===== src/rtl/lb2axil_master.sv =====
// Local-bus strobe to AXI4-Lite master bridge, one AXI transaction per accepted strobe.
// Latency: 3 cycles strobe-to-idle with a zero-wait slave; stalls add cycle for cycle.
// Backpressure: none toward the local bus; strobes while busy are dropped and flagged on lb_err.
module lb2axil_master #(
    parameter int unsigned ADDR_WIDTH  = 16,
    parameter logic [31:0] BASE_ADDR   = 32'h0000_0000,
    parameter int unsigned TIMEOUT_CYC = 1024
) (
    input  logic                  axil_clk,
    input  logic                  axil_rst,

    input  logic                  lb_wr_en,
    input  logic                  lb_rd_en,
    input  logic [ADDR_WIDTH-1:0] lb_addr,
    input  logic [31:0]           lb_wr_data,
    output logic                  lb_rd_vld,
    output logic [31:0]           lb_rd_data,
    output logic                  lb_busy,
    output logic                  lb_err,

    output logic [31:0]           m_axil_awaddr,
    output logic [2:0]            m_axil_awprot,
    output logic                  m_axil_awvalid,
    input  logic                  m_axil_awready,
    output logic [31:0]           m_axil_wdata,
    output logic [3:0]            m_axil_wstrb,
    output logic                  m_axil_wvalid,
    input  logic                  m_axil_wready,
    input  logic [1:0]            m_axil_bresp,
    input  logic                  m_axil_bvalid,
    output logic                  m_axil_bready,
    output logic [31:0]           m_axil_araddr,
    output logic [2:0]            m_axil_arprot,
    output logic                  m_axil_arvalid,
    input  logic                  m_axil_arready,
    input  logic [31:0]           m_axil_rdata,
    input  logic [1:0]            m_axil_rresp,
    input  logic                  m_axil_rvalid,
    output logic                  m_axil_rready
);

    typedef enum logic [2:0] {
        ST_IDLE,
        ST_WR_AW,
        ST_WR_B,
        ST_RD_AR,
        ST_RD_R
    } state_t;

    // Returned to the local bus when a read is abandoned by the timeout.
    localparam logic [31:0] ABORT_DATA = 32'hDEAD_DEAD;

    state_t      state_q;
    state_t      state_d;
    logic [31:0] tmo_cnt;
    logic [31:0] tmo_cnt_d;
    logic        tmo_hit;
    logic [31:0] lb_byte_addr;

    logic        awvalid_d;
    logic        wvalid_d;
    logic        arvalid_d;
    logic        bready_d;
    logic        rready_d;
    logic [31:0] awaddr_d;
    logic [31:0] araddr_d;
    logic [31:0] wdata_d;
    logic        rd_vld_d;
    logic [31:0] rd_data_d;
    logic        busy_d;
    logic        err_d;

    assign m_axil_wstrb  = 4'hF;
    assign m_axil_awprot = 3'b000;
    assign m_axil_arprot = 3'b000;

    // Word address scaled to bytes and offset; wraps modulo 2^32.
    assign lb_byte_addr = BASE_ADDR + 32'({lb_addr, 2'b00});

    // The counter holds the number of completed non-idle cycles, so the
    // timeout fires in the TIMEOUT_CYC-th cycle spent away from idle.
    assign tmo_hit = (TIMEOUT_CYC != 0) && ((tmo_cnt + 32'd1) == 32'(TIMEOUT_CYC));

    // Next-state, next-output and completion-pulse decode.
    always_comb begin
        state_d   = state_q;
        awvalid_d = m_axil_awvalid;
        wvalid_d  = m_axil_wvalid;
        arvalid_d = m_axil_arvalid;
        awaddr_d  = m_axil_awaddr;
        araddr_d  = m_axil_araddr;
        wdata_d   = m_axil_wdata;
        rd_vld_d  = 1'b0;
        rd_data_d = lb_rd_data;
        err_d     = 1'b0;

        // Any strobe arriving while a transaction is in flight is lost.
        if ((state_q != ST_IDLE) && (lb_wr_en || lb_rd_en)) begin
            err_d = 1'b1;
        end

        case (state_q)
            ST_IDLE: begin
                if (lb_wr_en) begin
                    state_d   = ST_WR_AW;
                    awvalid_d = 1'b1;
                    wvalid_d  = 1'b1;
                    awaddr_d  = lb_byte_addr;
                    wdata_d   = lb_wr_data;
                    // A simultaneous read loses to the write.
                    err_d     = lb_rd_en;
                end else if (lb_rd_en) begin
                    state_d   = ST_RD_AR;
                    arvalid_d = 1'b1;
                    araddr_d  = lb_byte_addr;
                end
            end
            ST_WR_AW: begin
                if (tmo_hit) begin
                    state_d   = ST_IDLE;
                    awvalid_d = 1'b0;
                    wvalid_d  = 1'b0;
                    err_d     = 1'b1;
                end else begin
                    awvalid_d = m_axil_awvalid && !m_axil_awready;
                    wvalid_d  = m_axil_wvalid && !m_axil_wready;
                    if (!awvalid_d && !wvalid_d) begin
                        state_d = ST_WR_B;
                    end
                end
            end
            ST_WR_B: begin
                // A response landing in the timeout cycle still completes normally.
                if (m_axil_bvalid && m_axil_bready) begin
                    state_d = ST_IDLE;
                    if (m_axil_bresp != 2'b00) begin
                        err_d = 1'b1;
                    end
                end else if (tmo_hit) begin
                    state_d = ST_IDLE;
                    err_d   = 1'b1;
                end
            end
            ST_RD_AR: begin
                if (tmo_hit) begin
                    state_d   = ST_IDLE;
                    arvalid_d = 1'b0;
                    rd_vld_d  = 1'b1;
                    rd_data_d = ABORT_DATA;
                    err_d     = 1'b1;
                end else if (m_axil_arready) begin
                    state_d   = ST_RD_R;
                    arvalid_d = 1'b0;
                end
            end
            ST_RD_R: begin
                if (m_axil_rvalid && m_axil_rready) begin
                    state_d   = ST_IDLE;
                    rd_vld_d  = 1'b1;
                    rd_data_d = m_axil_rdata;
                    if (m_axil_rresp != 2'b00) begin
                        err_d = 1'b1;
                    end
                end else if (tmo_hit) begin
                    state_d   = ST_IDLE;
                    rd_vld_d  = 1'b1;
                    rd_data_d = ABORT_DATA;
                    err_d     = 1'b1;
                end
            end
            default: begin
                state_d   = ST_IDLE;
                awvalid_d = 1'b0;
                wvalid_d  = 1'b0;
                arvalid_d = 1'b0;
            end
        endcase

        // Response readies live only in their wait states, so a late
        // response after an abort is never accepted.
        bready_d  = (state_d == ST_WR_B);
        rready_d  = (state_d == ST_RD_R);
        busy_d    = (state_d != ST_IDLE);
        tmo_cnt_d = (state_q == ST_IDLE) ? 32'd0 : (tmo_cnt + 32'd1);
    end

    // State, counter and registered outputs.
    always_ff @(posedge axil_clk or posedge axil_rst) begin
        if (axil_rst) begin
            state_q        <= ST_IDLE;
            tmo_cnt        <= 32'd0;
            m_axil_awvalid <= 1'b0;
            m_axil_wvalid  <= 1'b0;
            m_axil_arvalid <= 1'b0;
            m_axil_bready  <= 1'b0;
            m_axil_rready  <= 1'b0;
            m_axil_awaddr  <= 32'd0;
            m_axil_araddr  <= 32'd0;
            m_axil_wdata   <= 32'd0;
            lb_rd_vld      <= 1'b0;
            lb_rd_data     <= 32'd0;
            lb_busy        <= 1'b0;
            lb_err         <= 1'b0;
        end else begin
            state_q        <= state_d;
            tmo_cnt        <= tmo_cnt_d;
            m_axil_awvalid <= awvalid_d;
            m_axil_wvalid  <= wvalid_d;
            m_axil_arvalid <= arvalid_d;
            m_axil_bready  <= bready_d;
            m_axil_rready  <= rready_d;
            m_axil_awaddr  <= awaddr_d;
            m_axil_araddr  <= araddr_d;
            m_axil_wdata   <= wdata_d;
            lb_rd_vld      <= rd_vld_d;
            lb_rd_data     <= rd_data_d;
            lb_busy        <= busy_d;
            lb_err         <= err_d;
        end
    end

endmodule

===== config.mk =====
export PLATFORM = sky130hd
export DESIGN_NAME = lb2axil_master
export DESIGN_NICKNAME = d
export VERILOG_FILES = /design/src/rtl/lb2axil_master.sv
export SDC_FILE = /design/constraint.sdc
export NUM_CORES = 1
export LEC_CHECK = 0
export ABC_CLOCK_PERIOD_IN_PS = 5600
export BUFFER_PORTS_ARGS = -buffer_cell sky130_fd_sc_hd__buf_4
export CORE_MARGIN = 5
export CORE_UTILIZATION = 45
export DETAILED_ROUTE_END_ITERATION = 6
export GPL_ROUTABILITY_DRIVEN = 1
export GPL_TIMING_DRIVEN = 0
export MAX_ROUTING_LAYER = met4
export PLACE_DENSITY = 0.81
export SETUP_SLACK_MARGIN = 0.3
export SYNTH_ARGS = -nofsm -noshare
export SYNTH_HDL_FRONTEND = slang
export SYNTH_SLANG_ARGS = --single-unit

===== constraint.sdc =====
create_clock -name axil_clk -period 5.6 [get_ports axil_clk]
set_clock_uncertainty 0.1 [all_clocks]
set_input_delay 0.28 -clock axil_clk [delete_from_list [all_inputs] [get_ports axil_clk]]
set_output_delay 0.28 -clock axil_clk [all_outputs]
set_load 0.05 [all_outputs]

======== After elaboration in Yosys (flattened, before gate mapping) ========
Cells that the tools add are included.
storage, ports and cells
  output and inout port bits .............. 146
  register bits after elaboration ......... 139
  logic and storage cells ................. 88
  input port bits ......................... 93
cells by class
  add/subtract/negate cells ............... 1
  reduce and logical (&&, ||, !) cells .... 24
  eq/ne operators ......................... 11
  mux-type cells .......................... 35
  bitwise logic cells ..................... 3
operators with widths
  cell                                                   count
  two-way mux 32 bit                                     3
  one-hot mux 32 bit (2 select lines)                    1
  adder 32 x 1 -> 32 bit, second input constant          1
  equality test 32 x 11 -> 1 bit, second input constant  1
  two-way mux 3 bit                                      9
  two-way mux 1 bit                                      16
  one-hot mux 3 bit (5 select lines)                     1
  equality test 3 x 2 -> 1 bit, second input constant    3
  one-hot mux 1 bit (3 select lines)                     3
  equality test 3 bit, second input constant             2
  logical AND 1 bit                                      6
  != test 2 bit, second input constant                   3
  nonzero test 2 bit                                     3
  nonzero test 3 bit                                     2
  OR reduction 3 bit                                     2
  logical NOT 1 bit                                      4
  one-hot mux 1 bit (4 select lines)                     1
  AND reduction 2 bit                                    2
  AND reduction 4 bit                                    1
  equality test 3 x 1 -> 1 bit, second input constant    1
  logical NOT 3 bit                                      1
  != test 3 bit, second input constant                   1
  NOT 1 bit                                              3
  AND reduction 3 bit                                    1
  other kinds (3)                                        3

======== Longest topological paths before layout ========
  depth in word-level cells ............... 8
  gate-level depth with buffers ........... 13
  depth with buffers taken out ............ 10

======== Least setup slack after synthesis ========
OpenSTA, ideal clock, no wires.
  path kind ............................... register to register
  from .................................... register tmo_cnt[4]
  to ...................................... register lb_rd_data[14]
  arrival ................................. 2.626 ns
  required time ........................... 5.378 ns
  slack ................................... 2.752 ns
  cell stages (with the launch flop) ...... 13
  buffers on the path ..................... 3
  library setup time ...................... 0.122 ns
  clock period less this slack ............ 2.848 ns
  cell sequence ........................... dfrtp_1 -> buf_2 -> nand4_4 -> or4_4 -> nor3_4 -> mux2i_1 -> nor4_4 -> and3_1 -> buf_6 -> o22ai_4 -> inv_4 -> buf_6 -> o22a_1
on the way
  cells in the longest elaborated chain, start to end .. 5
ends and longest elaborated chain
  what                                   line  RTL
  start, declared                        55    logic [31:0] tmo_cnt;
  start signal, assigned                 206   tmo_cnt <= tmo_cnt_d;
  adder 32 x 1 -> 32 bit *               82    assign tmo_hit = (TIMEOUT_CYC != 0) && ((tmo_cnt + 32'd1) == 32'(TIMEOUT_CYC));
  equality test 32 x 11 -> 1 bit *       82
  two-way mux 32 bit *                   --
  two-way mux 32 bit                     --
  one-hot mux 32 bit (2 select lines) *  --
  end signal, assigned                   216   lb_rd_data <= rd_data_d;
  end, declared                          17    output logic [31:0] lb_rd_data,
Every way passes the cells marked *; elsewhere a longest branch is shown, timed or not.
A chain may end at the register's enable or synchronous reset.

======== Worst setup path in the final report ========
  from .................................... register tmo_cnt[0]
  to ...................................... register lb_busy
on the way
  cells in the longest elaborated chain, start to end .. 6
ends and longest elaborated chain
  what                                  line      RTL
  adder 32 x 1 -> 32 bit *              82
  equality test 32 x 11 -> 1 bit *      82
  two-way mux 3 bit                     139, 164
  two-way mux 3 bit (on tied branches)  157, 134
  one-hot mux 3 bit (5 select lines) *  102       case (state_q)
  named net state_d[1]                  54        state_t state_d;
  nonzero test 3 bit *                  183       busy_d = (state_d != ST_IDLE);
  named net busy_d                      70        logic busy_d;
  end signal, assigned                  217       lb_busy <= busy_d;
  end, declared                         18        output logic lb_busy,
The timed path passes the listed nets; every way through them passes the cells marked *.

==> qor.txt <==
outcome: completed
Initial Utilization: 45.4%
Area growth syn-to-layout: 49.7%
per-cell routed wire length: 19.3 microns
row cnt: 44
top cell type's share of synthesized area: 53.3%
vias per std cell: 5.32
Clock Latency Late Sink: 0.42 ns
Vias: 5804
Tmin final: 3.42 ns
DRT iter0 DRCs: 440
IO Count: 239
CTS tree: yes
Synth Flop Type: dfrtp_1
CTS Buf Count: 17
top-count cell post-synth: dfrtp_1
f_max: 292 MHz
routability cong.: 0.855
post-synthesis sequential area ratio: 53.3%
largest net degree at the start of global routing: 80
final hold vios: 0
Cell Area, Synth: 6520 sq um
Setup Crit Path Kind: flip-flop to flip-flop
synthesized flop and latch total: 139
Design Power: 5.37 mW
Worst EP arrival: 3.61 ns
post-route ant nets: 0
PD cells: 550 nW/um^2
Setup Fix Bufs, Post-CTS: 0
All-Layer GR Usage: 25.7%
Worst Tran Pin Value: 1.07 ns
Synth Instances: 558
Residual DRC: 0
Setup TNS Final: 0 ns
Setup Viol. Count Final: 0
post-layout util: 68.0%
detailed placement HPWL: 12600 microns
H-tree depth: 4
WP data required: 5.79 ns
number of flops mapped to enable cells by yosys: 0
share of layout cells above drive strength 1: 39.9%
Core ar.: 14400 sq um
Area contributors post-synth: dfrtp_1 (53%), mux2_2 (11%), buf_4 (5.1%)
Reg clk slew, reported paths: 0.06 ns
GR Overflow Total: 0
ys async rst share: 100%
Yosys cell types: 62
IR drop worst, VDD: 0.000472 V
1st-pass router iterations: 7
clk sinks: 139
type of the most critical hold path: input port to flip-flop
initial antenna violation count: 1
Crit. End Element: flip-flop
clock buffer depth: 2
port bufs: 196
first-pass GRT wire length: 32400 microns
layout net count: 987
MaxCap Viol Count: 0
crit share post-route: 61.1%
vias in the first global route: 5951
die height: 130 microns
critical path peak fanout: 9
WL final: 21100 microns
final-report max-slew violation count: 0
Synth Warn #: 0
synth cell count leaders: dfrtp_1 (139), mux2_2 (64), nor2_1 (46), buf_4 (44), o22a_1 (22)
unrepaired setup endpoints after global routing: false
area leader, netlist: dfrtp_1
synthesized area per cell: 11.7 sq um
Leak: 4.67 nW
Startpoint Class: flip-flop
full die area: 17000 sq um
Die W: 130 microns
worst slew margin relative to its limit: 27.8%
clk root buf: clkbuf_16
-- flip-flops by register name (all words and copies together) (netlist names), 3 cells and up --
name           count
lb_rd_data        32
m_axil_araddr     16
m_axil_awaddr     16
m_axil_wdata      32
state_q            3
tmo_cnt           32
-- layout by cell type, fill, tap and decap left out, types with 4 or more instances in the layout --
cell and instances:
inv_1 6, dlygate4sd3_1 79, a211oi_1 4, buf_1 4, o21ai_0 9, a21oi_1 8, buf_6 4, o22a_1 22
buf_2 7, clkbuf_8 5, clkbuf_1 22, clkbuf_16 17, nand2_1 14, mux2_2 64, or3_1 6, nor2_1 46
a22o_1 10, nand3_1 20, nand4_1 15, dfrtp_1 139, xnor2_1 20, buf_4 240, and4_1 6, and3_1 8
conb_1 42, and2_1 4, nor3_1 12, xor2_1 9
-- where the power goes --
| group | total (mW) | internal [mW] | leakage, nW | switching (mW) |
|---|---|---|---|---|
| logic | 2.69 | 0.868 | 2.61 | 1.82 |
| clock network | 1.10 | 0.669 | 0.281 | 0.427 |
| registers | 1.58 | 1.35 | 1.78 | 0.239 |
-- path summary, 6_finish.rpt --
check                               from           endpoint  cells past startpoint  slack [ns]
min in group asynchronous       axil_rst   m_axil_wdata[23]                      3        0.38
hold / removal               lb_addr[11]  m_axil_awaddr[13]                      2        0.02
hold reg to reg            lb_rd_data[2]      lb_rd_data[2]                      1        0.39
setup reg to reg              tmo_cnt[0]            lb_busy                     10        2.18
max in group asynchronous       axil_rst        tmo_cnt[23]                      4        4.23
setup / recovery              tmo_cnt[0]            lb_busy                     10        2.18
-- logic make-up after synthesis --
group,after synthesis,share of synthesized area (%)
and+or+nand+nor,151,13.0
other,2,0.115
adders and majority gates,1,0.192
muxes,65,11.2
DFF,139,53.3
xor gates and xnor gates,29,3.89
buffers and inverters,86,8.13
AOI/OAI and AO/OA,85,10.1
-- cell type report --
| class | count | area (sq um) |
|---|---|---|
| well taps | 184 | 230 |
| inverters | 8 | 37.5 |
| repair buffers | 276 | 2290 |
| multi-input cells | 373 | 2660 |
| clock buffers | 26 | 509 |
| flip-flops and latches | 139 | 3480 |
| plain buffers | 78 | 498 |
| diodes | 1 | 2.50 |
| fillers | 986 | 4600 |
| clock inverters | 5 | 57.6 |
-- worst max-delay path, stage by stage (launching register included) --
cell and delay (ns):
dfrtp_1 0.44, ha_1 0.29, nand4_1 0.14, nor4_2 0.74, and4_1 0.31, o211ai_1 0.12
nor4_2 0.31, and3_1 0.22, buf_6 0.15, o21ai_2 0.08, or3_1 0.38
-- what timing repair did --
item | CTS | global route
endpoints found under the hold margin | 147 | 0
hold buffers | 79 | 0
gates resized for setup | 0 | 0
endpoints found under the setup margin | 0 | 0
-- routing by layer --
layer / share of wire (%) / up-vias / GRT usage [%]
li1: - / 2588 / -
met1: 36 / 2806 / 29.5
met2: 51 / 335 / 42.8
met3: 8.9 / 75 / 6.87
met4: 4.1 / 0 / 11.0
met5: 0 / - / -
-- per-stage QoR --
step                      hold WS (ns)  area [sq um]  instances  worst slack [ns]
after global placement           0.372          8370        978            -0.120
final                           0.0184          9770       1090              2.18
after global routing            0.0201          9770       1090              1.97
after CTS                      0.00276          9760       1089              2.25
after detailed placement         0.288          8410        979              2.28
after floorplan                  0.320          6670        598              1.50
(Power assumes the default switching activity.)
